--- src/rtl/reg_file_pkg.sv ---
// Shared constants and scoreboard rule for the multi-port register file.
// Imported by the top level and its read-port slices.
package reg_file_pkg;

   localparam int DW_DEF    = 32;
   localparam int DEPTH_DEF = 16;
   localparam int NRD_DEF   = 2;
   localparam int ZERO_IDX  = 0;

   // A reservation beats a same-cycle write: the reserving instruction is the newer producer.
   function automatic logic next_busy(input logic cur,
                                      input logic wr0_hit,
                                      input logic wr1_hit,
                                      input logic rsv_hit);
      if (rsv_hit)
         return 1'b1;
      if (wr0_hit || wr1_hit)
         return 1'b0;
      return cur;
   endfunction

endpackage

--- src/rtl/reg_file_rd_port.sv ---
// One registered read port: select mux, write-first bypass and output registers.
// Out-of-range selects read as zero and not busy.
module reg_file_rd_port
   import reg_file_pkg::*;
#(
   parameter int DW    = DW_DEF,
   parameter int DEPTH = DEPTH_DEF,
   parameter int AW    = $clog2(DEPTH_DEF)
) (
   input  logic             clk,
   input  logic             rst,
   input  logic             en,
   input  logic             i_rd_en,
   input  logic [AW-1:0]    i_rd_sel,
   input  logic [DW-1:0]    i_regs [DEPTH],
   input  logic [DEPTH-1:0] i_busy_nxt,
   input  logic             i_wr0_ok,
   input  logic [AW-1:0]    i_wr0_sel,
   input  logic [DW-1:0]    i_wr0_data,
   input  logic             i_wr1_ok,
   input  logic [AW-1:0]    i_wr1_sel,
   input  logic [DW-1:0]    i_wr1_data,
   output logic [DW-1:0]    o_rd_data,
   output logic             o_rd_busy
);

   localparam logic [AW:0] DEPTH_W = (AW+1)'(DEPTH);

   logic          w_in_range;
   logic [DW-1:0] w_data;
   logic          w_busy;
   logic [DW-1:0] r_data;
   logic          r_busy;

   assign w_in_range = ({1'b0, i_rd_sel} < DEPTH_W);

   always_comb begin
      // NOTE: defaults assigned first so every path drives the outputs; no latch is inferred.
      w_data = '0;
      w_busy = 1'b0;
      if (w_in_range) begin
         w_busy = i_busy_nxt[i_rd_sel];
         if (i_wr1_ok && (i_wr1_sel == i_rd_sel))
            w_data = i_wr1_data;
         else if (i_wr0_ok && (i_wr0_sel == i_rd_sel))
            w_data = i_wr0_data;
         else
            w_data = i_regs[i_rd_sel];
      end
   end

   // NOTE: sequential state uses non-blocking assignments so all flops update together.
   always_ff @(posedge clk or posedge rst) begin
      if (rst) begin
         r_data <= '0;
         r_busy <= 1'b0;
      end else if (en && i_rd_en) begin
         r_data <= w_data;
         r_busy <= w_busy;
      end
   end

   assign o_rd_data = r_data;
   assign o_rd_busy = r_busy;

endmodule

--- src/rtl/reg_file_sb.sv ---
// Multi-port register file with two write ports, NRD registered read ports
// and a per-register pending-write scoreboard for RAW hazard detection.
module reg_file_sb
   import reg_file_pkg::*;
#(
   parameter  int DW       = DW_DEF,
   parameter  int DEPTH    = DEPTH_DEF,
   parameter  int NRD      = NRD_DEF,
   parameter  int ZERO_REG = 1,
   localparam int AW       = $clog2(DEPTH)
) (
   input  logic              clk,
   input  logic              rst,
   input  logic              en,
   input  logic              wr0_en,
   input  logic [AW-1:0]     wr0_sel,
   input  logic [DW-1:0]     wr0_data,
   input  logic              wr1_en,
   input  logic [AW-1:0]     wr1_sel,
   input  logic [DW-1:0]     wr1_data,
   input  logic              rd_en,
   input  logic [NRD*AW-1:0] rd_sel,
   output logic [NRD*DW-1:0] rd_data,
   output logic [NRD-1:0]    rd_busy,
   input  logic              rsv_en,
   input  logic [AW-1:0]     rsv_sel,
   output logic [DEPTH-1:0]  busy
);

   localparam logic [AW:0] DEPTH_W = (AW+1)'(DEPTH);

   logic [DW-1:0]    r_regs [DEPTH];
   logic [DEPTH-1:0] r_busy;
   logic             w_wr0_ok, w_wr1_ok, w_rsv_ok;
   logic [DEPTH-1:0] w_wr0_dec, w_wr1_dec, w_rsv_dec;
   logic [DEPTH-1:0] w_busy_nxt;

   // Writable/reservable: inside the array and not the hardwired zero register.
   function automatic logic sel_ok(input logic [AW-1:0] sel);
      return ({1'b0, sel} < DEPTH_W) && !((ZERO_REG != 0) && (sel == AW'(ZERO_IDX)));
   endfunction

   assign w_wr0_ok  = wr0_en && sel_ok(wr0_sel);
   assign w_wr1_ok  = wr1_en && sel_ok(wr1_sel);
   assign w_rsv_ok  = rsv_en && sel_ok(rsv_sel);
   assign w_wr0_dec = w_wr0_ok ? (DEPTH'(1) << wr0_sel) : '0;
   assign w_wr1_dec = w_wr1_ok ? (DEPTH'(1) << wr1_sel) : '0;
   assign w_rsv_dec = w_rsv_ok ? (DEPTH'(1) << rsv_sel) : '0;

   always_comb begin
      w_busy_nxt = r_busy;
      for (int r = 0; r < DEPTH; r++)
         w_busy_nxt[r] = next_busy(r_busy[r], w_wr0_dec[r], w_wr1_dec[r], w_rsv_dec[r]);
   end

   // NOTE: the array is reset because reads right after reset must return zero; it is flops, not RAM.
   always_ff @(posedge clk or posedge rst) begin
      if (rst) begin
         for (int r = 0; r < DEPTH; r++)
            r_regs[r] <= '0;
         r_busy <= '0;
      end else if (en) begin
         for (int r = 0; r < DEPTH; r++) begin
            if (w_wr1_dec[r])
               r_regs[r] <= wr1_data;
            else if (w_wr0_dec[r])
               r_regs[r] <= wr0_data;
         end
         r_busy <= w_busy_nxt;
      end
   end

   assign busy = r_busy;

   for (genvar k = 0; k < NRD; k++) begin : g_rd
      reg_file_rd_port #(
         .DW    (DW),
         .DEPTH (DEPTH),
         .AW    (AW)
      ) u_rd_port (
         .clk        (clk),
         .rst        (rst),
         .en         (en),
         .i_rd_en    (rd_en),
         .i_rd_sel   (rd_sel[k*AW +: AW]),
         .i_regs     (r_regs),
         .i_busy_nxt (w_busy_nxt),
         .i_wr0_ok   (w_wr0_ok),
         .i_wr0_sel  (wr0_sel),
         .i_wr0_data (wr0_data),
         .i_wr1_ok   (w_wr1_ok),
         .i_wr1_sel  (wr1_sel),
         .i_wr1_data (wr1_data),
         .o_rd_data  (rd_data[k*DW +: DW]),
         .o_rd_busy  (rd_busy[k])
      );
   end

endmodule

--- config.mk ---
export PLATFORM = sky130hd
export DESIGN_NAME = reg_file_sb
export DESIGN_NICKNAME = d
export VERILOG_FILES = /design/src/rtl/reg_file_pkg.sv /design/src/rtl/reg_file_rd_port.sv /design/src/rtl/reg_file_sb.sv
export SDC_FILE = /design/constraint.sdc
export NUM_CORES = 2
export LEC_CHECK = 0
export CORE_UTILIZATION = 38
export CTS_BUF_LIST = sky130_fd_sc_hd__clkbuf_16
export CTS_CLUSTER_DIAMETER = 200
export CTS_CLUSTER_SIZE = 30
export DETAILED_ROUTE_END_ITERATION = 10
export PLACE_DENSITY = 0.57
export SETUP_SLACK_MARGIN = 0.4
export SLEW_MARGIN = 20
export SYNTH_ARGS = -nofsm -noshare
export SYNTH_HDL_FRONTEND = slang
export SYNTH_SLANG_ARGS = --single-unit
--- constraint.sdc ---
create_clock -name clk -period 61.9 [get_ports clk]
set_input_delay 9.285 -clock clk [delete_from_list [all_inputs] [get_ports clk]]
set_output_delay 9.285 -clock clk [all_outputs]
set_load 0.02 [all_outputs]
# After elaboration in Yosys (flattened, before gate mapping)
# Cells that the tools add are included.
word_totals:
  reg_bits: 594
  inputBits: 91
  output_inout_bits: 82
  elab_cells: 257
classes:
  order_cmp: 4
  n_eq_ne: 4
  shifts: 3
  n_mux: 161
  bitwise: 2
  n_reduce_logical: 62
op_table:
  columns: ["op", "n"]
  rows:
  - ["$mux 32", 40]
  - ["$bmux 32 s4", 2]
  - ["$mux 1", 114]
  - ["$mux 16", 3]
  - ["$shl 1x4->16 const A", 3]
  - ["$reduce_and 2->1", 16]
  - ["$reduce_bool 2->1", 16]
  - ["$eq 4x4->1", 4]
  - ["$logic_or 1x1->1", 16]
  - ["$logic_not 4->1", 3]
  - ["$ge 5x5->1 const B", 2]
  - ["$lt 4x5->1 const B", 2]
  - ["$not 4->5", 2]
  - ["$bmux 1 s4", 2]
  - ["$logic_and 1x1->1", 8]
  - ["$logic_not 1->1", 3]

# Longest topological paths before layout
depth:
  ltp_word: 11
  depth_mapped: 11
  ltp_nobuf: 6

# Hierarchy
# A second synthesis with hierarchy kept.
hier_totals:
  hier_cells: 3666
  area_unflattened_um2: 39701.8
by_module_without_submodules:
  columns: ["module", "instances", "cells_per_inst", "area_per_inst_um2", "seq_area_each_um2"]
  rows:
  - ["reg_file_sb", 1, 2644, 27189.8, 13212.7]
  - ["reg_file_rd_port", 2, 511, 6256.0, 825.8]

# Worst setup path after synthesis
# No wires, ideal clock.
synth_path:
  path_type: "input-to-reg"
  from: "input port rd_sel[4]"
  to: "register g_rd[1].u_rd_port.r_data[17]"
  setup_time_ps: 138
  arrival_ps: 10952
  required_time_ps: 61762
  slack_ps: 50810
  stages: 7
  path_buffers: 3
  path_cell_list: "buf_2 -> buf_2 -> buf_2 -> mux4_2 -> mux4_2 -> inv_1 -> o21ai_0"
synth_between:
  elab_chain_len: 6
  word_cells_on_any_way: 10
  cone_classes: "eq/ne: 2; mux: 5; bitwise: 1; reduce/logical: 2"
synth_lines:
  columns: ["item", "line", "rtl"]
  rows:
  - ["start, declared", "reg_file_sb.sv:22", "input logic [NRD*AW-1:0] rd_sel,"]
  - ["$not 4->5 (not written as such)", "reg_file_rd_port.sv:48", "w_data = i_regs[i_rd_sel];"]
  - ["$bmux 32 s4", "reg_file_rd_port.sv:48", null]
  - ["$mux 32 (not written as such) (2 in a row)", "reg_file_rd_port.sv:48", null]
  - ["$mux 32", "reg_file_rd_port.sv:45", "else if (i_wr0_ok && (i_wr0_sel == i_rd_sel))"]
  - ["$mux 32 (*)", "reg_file_rd_port.sv:43", "if (i_wr1_ok && (i_wr1_sel == i_rd_sel))"]
  - ["end signal, assigned", "reg_file_rd_port.sv:58", "r_data <= w_data;"]
  - ["end, declared", "reg_file_rd_port.sv:32", "logic [DW-1:0] r_data;"]
# Every way passes the cells marked *; elsewhere a longest branch is shown, timed or not. The select of a mux whose other input is x is not followed.
# A chain may end at the register's enable or synchronous reset.

# Worst setup path in the final report
layout_path:
  from: "input port wr1_sel[2]"
  to: "register r_regs[230] (netlist name)"
layout_between:
  elab_chain_len: 6
  word_cells_on_any_way: 8
  cone_classes: "shift: 1; mux: 2; reduce/logical: 5"
layout_lines:
  columns: ["item", "line", "rtl"]
  rows:
  - ["start, declared", "reg_file_sb.sv:19", "input logic [AW-1:0] wr1_sel,"]
  - ["$logic_not 4->1", "reg_file_sb.sv:40", "return ({1'b0, sel} < DEPTH_W) && !((ZERO_REG != 0) && (sel == AW'(ZERO_IDX)));"]
  - ["$logic_not 1->1", "reg_file_sb.sv:40", null]
  - ["$logic_and 1x1->1", "reg_file_sb.sv:44", "assign w_wr1_ok = wr1_en && sel_ok(wr1_sel);"]
  - ["$mux 16 (*)", "reg_file_sb.sv:47", "assign w_wr1_dec = w_wr1_ok ? (DEPTH'(1) << wr1_sel) : '0;"]
  - ["$reduce_bool 2->1 (no line)", null, null]
  - ["$reduce_and 2->1 (no line)", null, null]
  - ["end signal, assigned by index", "reg_file_sb.sv:65", "r_regs[r] <= wr1_data;"]
  - ["end signal, assigned by index", "reg_file_sb.sv:67", "r_regs[r] <= wr0_data;"]
  - ["end, declared", "reg_file_sb.sv:32", "logic [DW-1:0] r_regs [DEPTH];"]
# Every way passes the cells marked *; elsewhere a longest branch is shown, timed or not.

==> results.sh <==
export IMPL_status="finished, final reports clean"
export IMPL_powerDensity_nw_per_um2=27.4
export IMPL_ys_async_sr_fraction=1.00
export IMPL_die_x_um=308
export IMPL_critPathMaxFanout=65
export IMPL_finalCritPeriodShare=0.200
export IMPL_start_util=0.385
export IMPL_syn_area_um2=35500
export IMPL_cp_start_kind="input port"
export IMPL_path_clk_slew_ns=0.12
export IMPL_netlist_instances=3211
export IMPL_min_path_cells=0
export IMPL_post_route_drc_count=0
export IMPL_routed_wl_met3_mm=8.58
export IMPL_worstHoldEndpoint="r_regs[491]"
export IMPL_yosys_area_share_adder=0
export IMPL_post_cts_buffers=0
export IMPL_min_period_ns=12.37
export IMPL_synth_top_family_by_area="multiplexers"
export IMPL_cts_repair_resized=0
export IMPL_wirelength_mm=122
export IMPL_drive_above_1_share=0.150
export IMPL_final_cell_mix="594 x dfrtp_1, 547 x o21ai_0, 515 x nand2_1"
export IMPL_antenna_found_initial=5
export IMPL_syn_to_final_growth_pct=7.60
export IMPL_synth_compound_area_share=0.109
export IMPL_drv_cap=0
export IMPL_tightest_slew_ns=1.11
export IMPL_finalSetupViolCount=0
export IMPL_maxSlewHeadroom=0.258
export IMPL_crit_required_ns=62.34
export IMPL_hold_viol=0
export IMPL_cts_root_buf="clkbuf_16"
export IMPL_globalRouteOverflowTotal=0
export IMPL_cts_num_sinks=594
export IMPL_hold_start="r_regs[491]"
export IMPL_syn_nets=3302
export IMPL_layout_commonest_cell="dfrtp_1"
export IMPL_path_class="in2reg"
export IMPL_rows=111
export IMPL_first_pass_iters=6
export IMPL_die_h_um=308
export IMPL_crit_arrival_ns=12.81
export IMPL_avgRoutedWirePerCell_um=28.6
export IMPL_peakVddDrop_mv=0.0180
export IMPL_holdCritPathClass="reg2reg"
export IMPL_leakagePower_nw=16.0
export IMPL_rsz0062_at_grt="false"
export IMPL_port_buffers=172
export IMPL_nNetsFinal=3114
export IMPL_synth_edf_count=0
export IMPL_fill_cells=8788
export IMPL_vias=26023
export IMPL_drt_vias_per_instance=6.10
export IMPL_ios=173
export IMPL_ys_ff_latch=594
export IMPL_grtUsageTotal=0.258
export IMPL_synthXorXnorAreaFrac=0.00395
export IMPL_dpl_hpwl_mm=66.4
export IMPL_yosys_mux_area_fraction=0.339
export IMPL_die_area_um2=94600
export IMPL_synth_simple_gate_area_frac=0.0699
export IMPL_ys_seq_area_frac=0.419
export IMPL_htreeDepth=1
export IMPL_m1WireLength_mm=54.2
export IMPL_synth_warnings=0
export IMPL_grt_pass1_wl_mm=181
export IMPL_worstSetupEndpointType="register"
export IMPL_ant_nets=0
export IMPL_finalClockSkew_ns=0.0181
export IMPL_ys_flop_type="dfrtp_1"
export IMPL_ff2ff_path_depth=4
export IMPL_r2r_end="g_rd[1].u_rd_port.o_rd_data[18]"
export IMPL_rrSetupSlack_ns=60.17
export IMPL_numCtsBuffers=23
export IMPL_highest_layer="met5"
export IMPL_grt_max_degree=157
export IMPL_r2r_start="r_regs[50]"
export IMPL_place_congestion=0.837
export IMPL_clk_path_buf_depth=3
export IMPL_core_um2=92100
export IMPL_drt_iter0_markers=3196
export IMPL_grt_pass1_vias=25591
export IMPL_cts_tree="done"
export IMPL_finalMaxSlewViolations=0
export IMPL_p_total_mw=1.05
export IMPL_clock_latency_ns=0.61
export IMPL_avgSynthCellArea_um2=11.1
export IMPL_tns_ns=0
export IMPL_max_freq_mhz=80.8
export IMPL_cts_hold_fix_buffers=0
export IMPL_route_met2_wl_mm=56.6
export IMPL_ys_types=53
[critical path, cell delays in order]
cell and delay (ns):
clkdlybuf4s50_1 0.72, nand3b_1 0.48, or2_2 0.20, buf_4 0.70
o21ai_0 0.34, nand2_4 0.75, o21ai_0 0.27
[kinds of logic after synthesis]
kind of cell	count (synthesis)
flops	594
xor+xnor	16
simple gates	612
compound gates	683
buf+inv	505
mux	801
[report_power, final]
group	switching (mW)	leakage (nW)	internal [mW]
clock network	0.130	0.288	0.0679
logic	0.144	8.08	0.158
registers	0.0703	7.62	0.477
total	0.344	16.0	0.703
[worst max path at each step]
stage | startpoint | end | slack, ns
after floorplan | rst | busy[0] | 35.99
after global placement | rd_sel[4] | g_rd[1].u_rd_port.o_rd_data[27] | 48.99
after detailed placement | wr1_sel[2] | r_regs[230] | 48.96
after CTS | wr1_sel[2] | r_regs[230] | 49.59
after global routing | rd_sel[4] | g_rd[1].u_rd_port.o_rd_data[27] | 49.39
final | wr1_sel[2] | r_regs[230] | 49.53
[cells in the mapped netlist, types with 10 or more instances]
cell | instances | share of area
o21ai_0 | 548 | 0.077
mux4_2 | 321 | 0.20
mux2i_1 | 480 | 0.14
nand2_1 | 521 | 0.055
buf_1 | 38 | 0.0040
dfrtp_1 | 594 | 0.42
nor2_1 | 27 | 0.0029
o221ai_1 | 10 | 0.0025
inv_1 | 69 | 0.0073
clkbuf_1 | 266 | 0.028
buf_2 | 123 | 0.017
nand2b_1 | 13 | 0.0023
o21ai_1 | 29 | 0.0041
a222oi_1 | 64 | 0.018
[flip-flops by register name, indices dropped and copies added (netlist names)]
register	count
g_rd.u_rd_port.o_rd_busy	2
busy	16
g_rd.u_rd_port.o_rd_data	64
r_regs	512
[through the flow]
stage	instances	instance area, µm²	util	setup WS [ns]	hold WS, ns
after detailed placement	4241	37600	0.408	48.96	0.383
after global routing	4265	38200	0.415	49.39	0.422
after floorplan	3211	35500	-	35.99	0.441
after global placement	4241	37600	0.408	48.99	0.378
after CTS	4265	38200	0.415	49.59	0.411
final	4267	38200	0.415	49.53	0.405
[routing by layer]
metal	track usage	up-vias
li1	-	11297
met1	0.380	13558
met2	0.408	1014
met3	0.0337	148
met4	0.0489	6
met5	0	-
[layout make-up]
class / count / area, µm² / area share
Tap cell: 1243 / 1560 / 0.0407
Sequential cell: 594 / 14900 / 0.389
Clock inverter: 1 / 8.76 / 0.000229
Inverter: 69 / 267 / 0.00698
Multi-Input combinational cell: 2112 / 18800 / 0.492
Timing Repair Buffer: 223 / 2110 / 0.0552
Clock buffer: 23 / 576 / 0.0151
Antenna cell: 2 / 5.00 / 0.000131
Note: power is estimated with default switching activity, not from simulation.
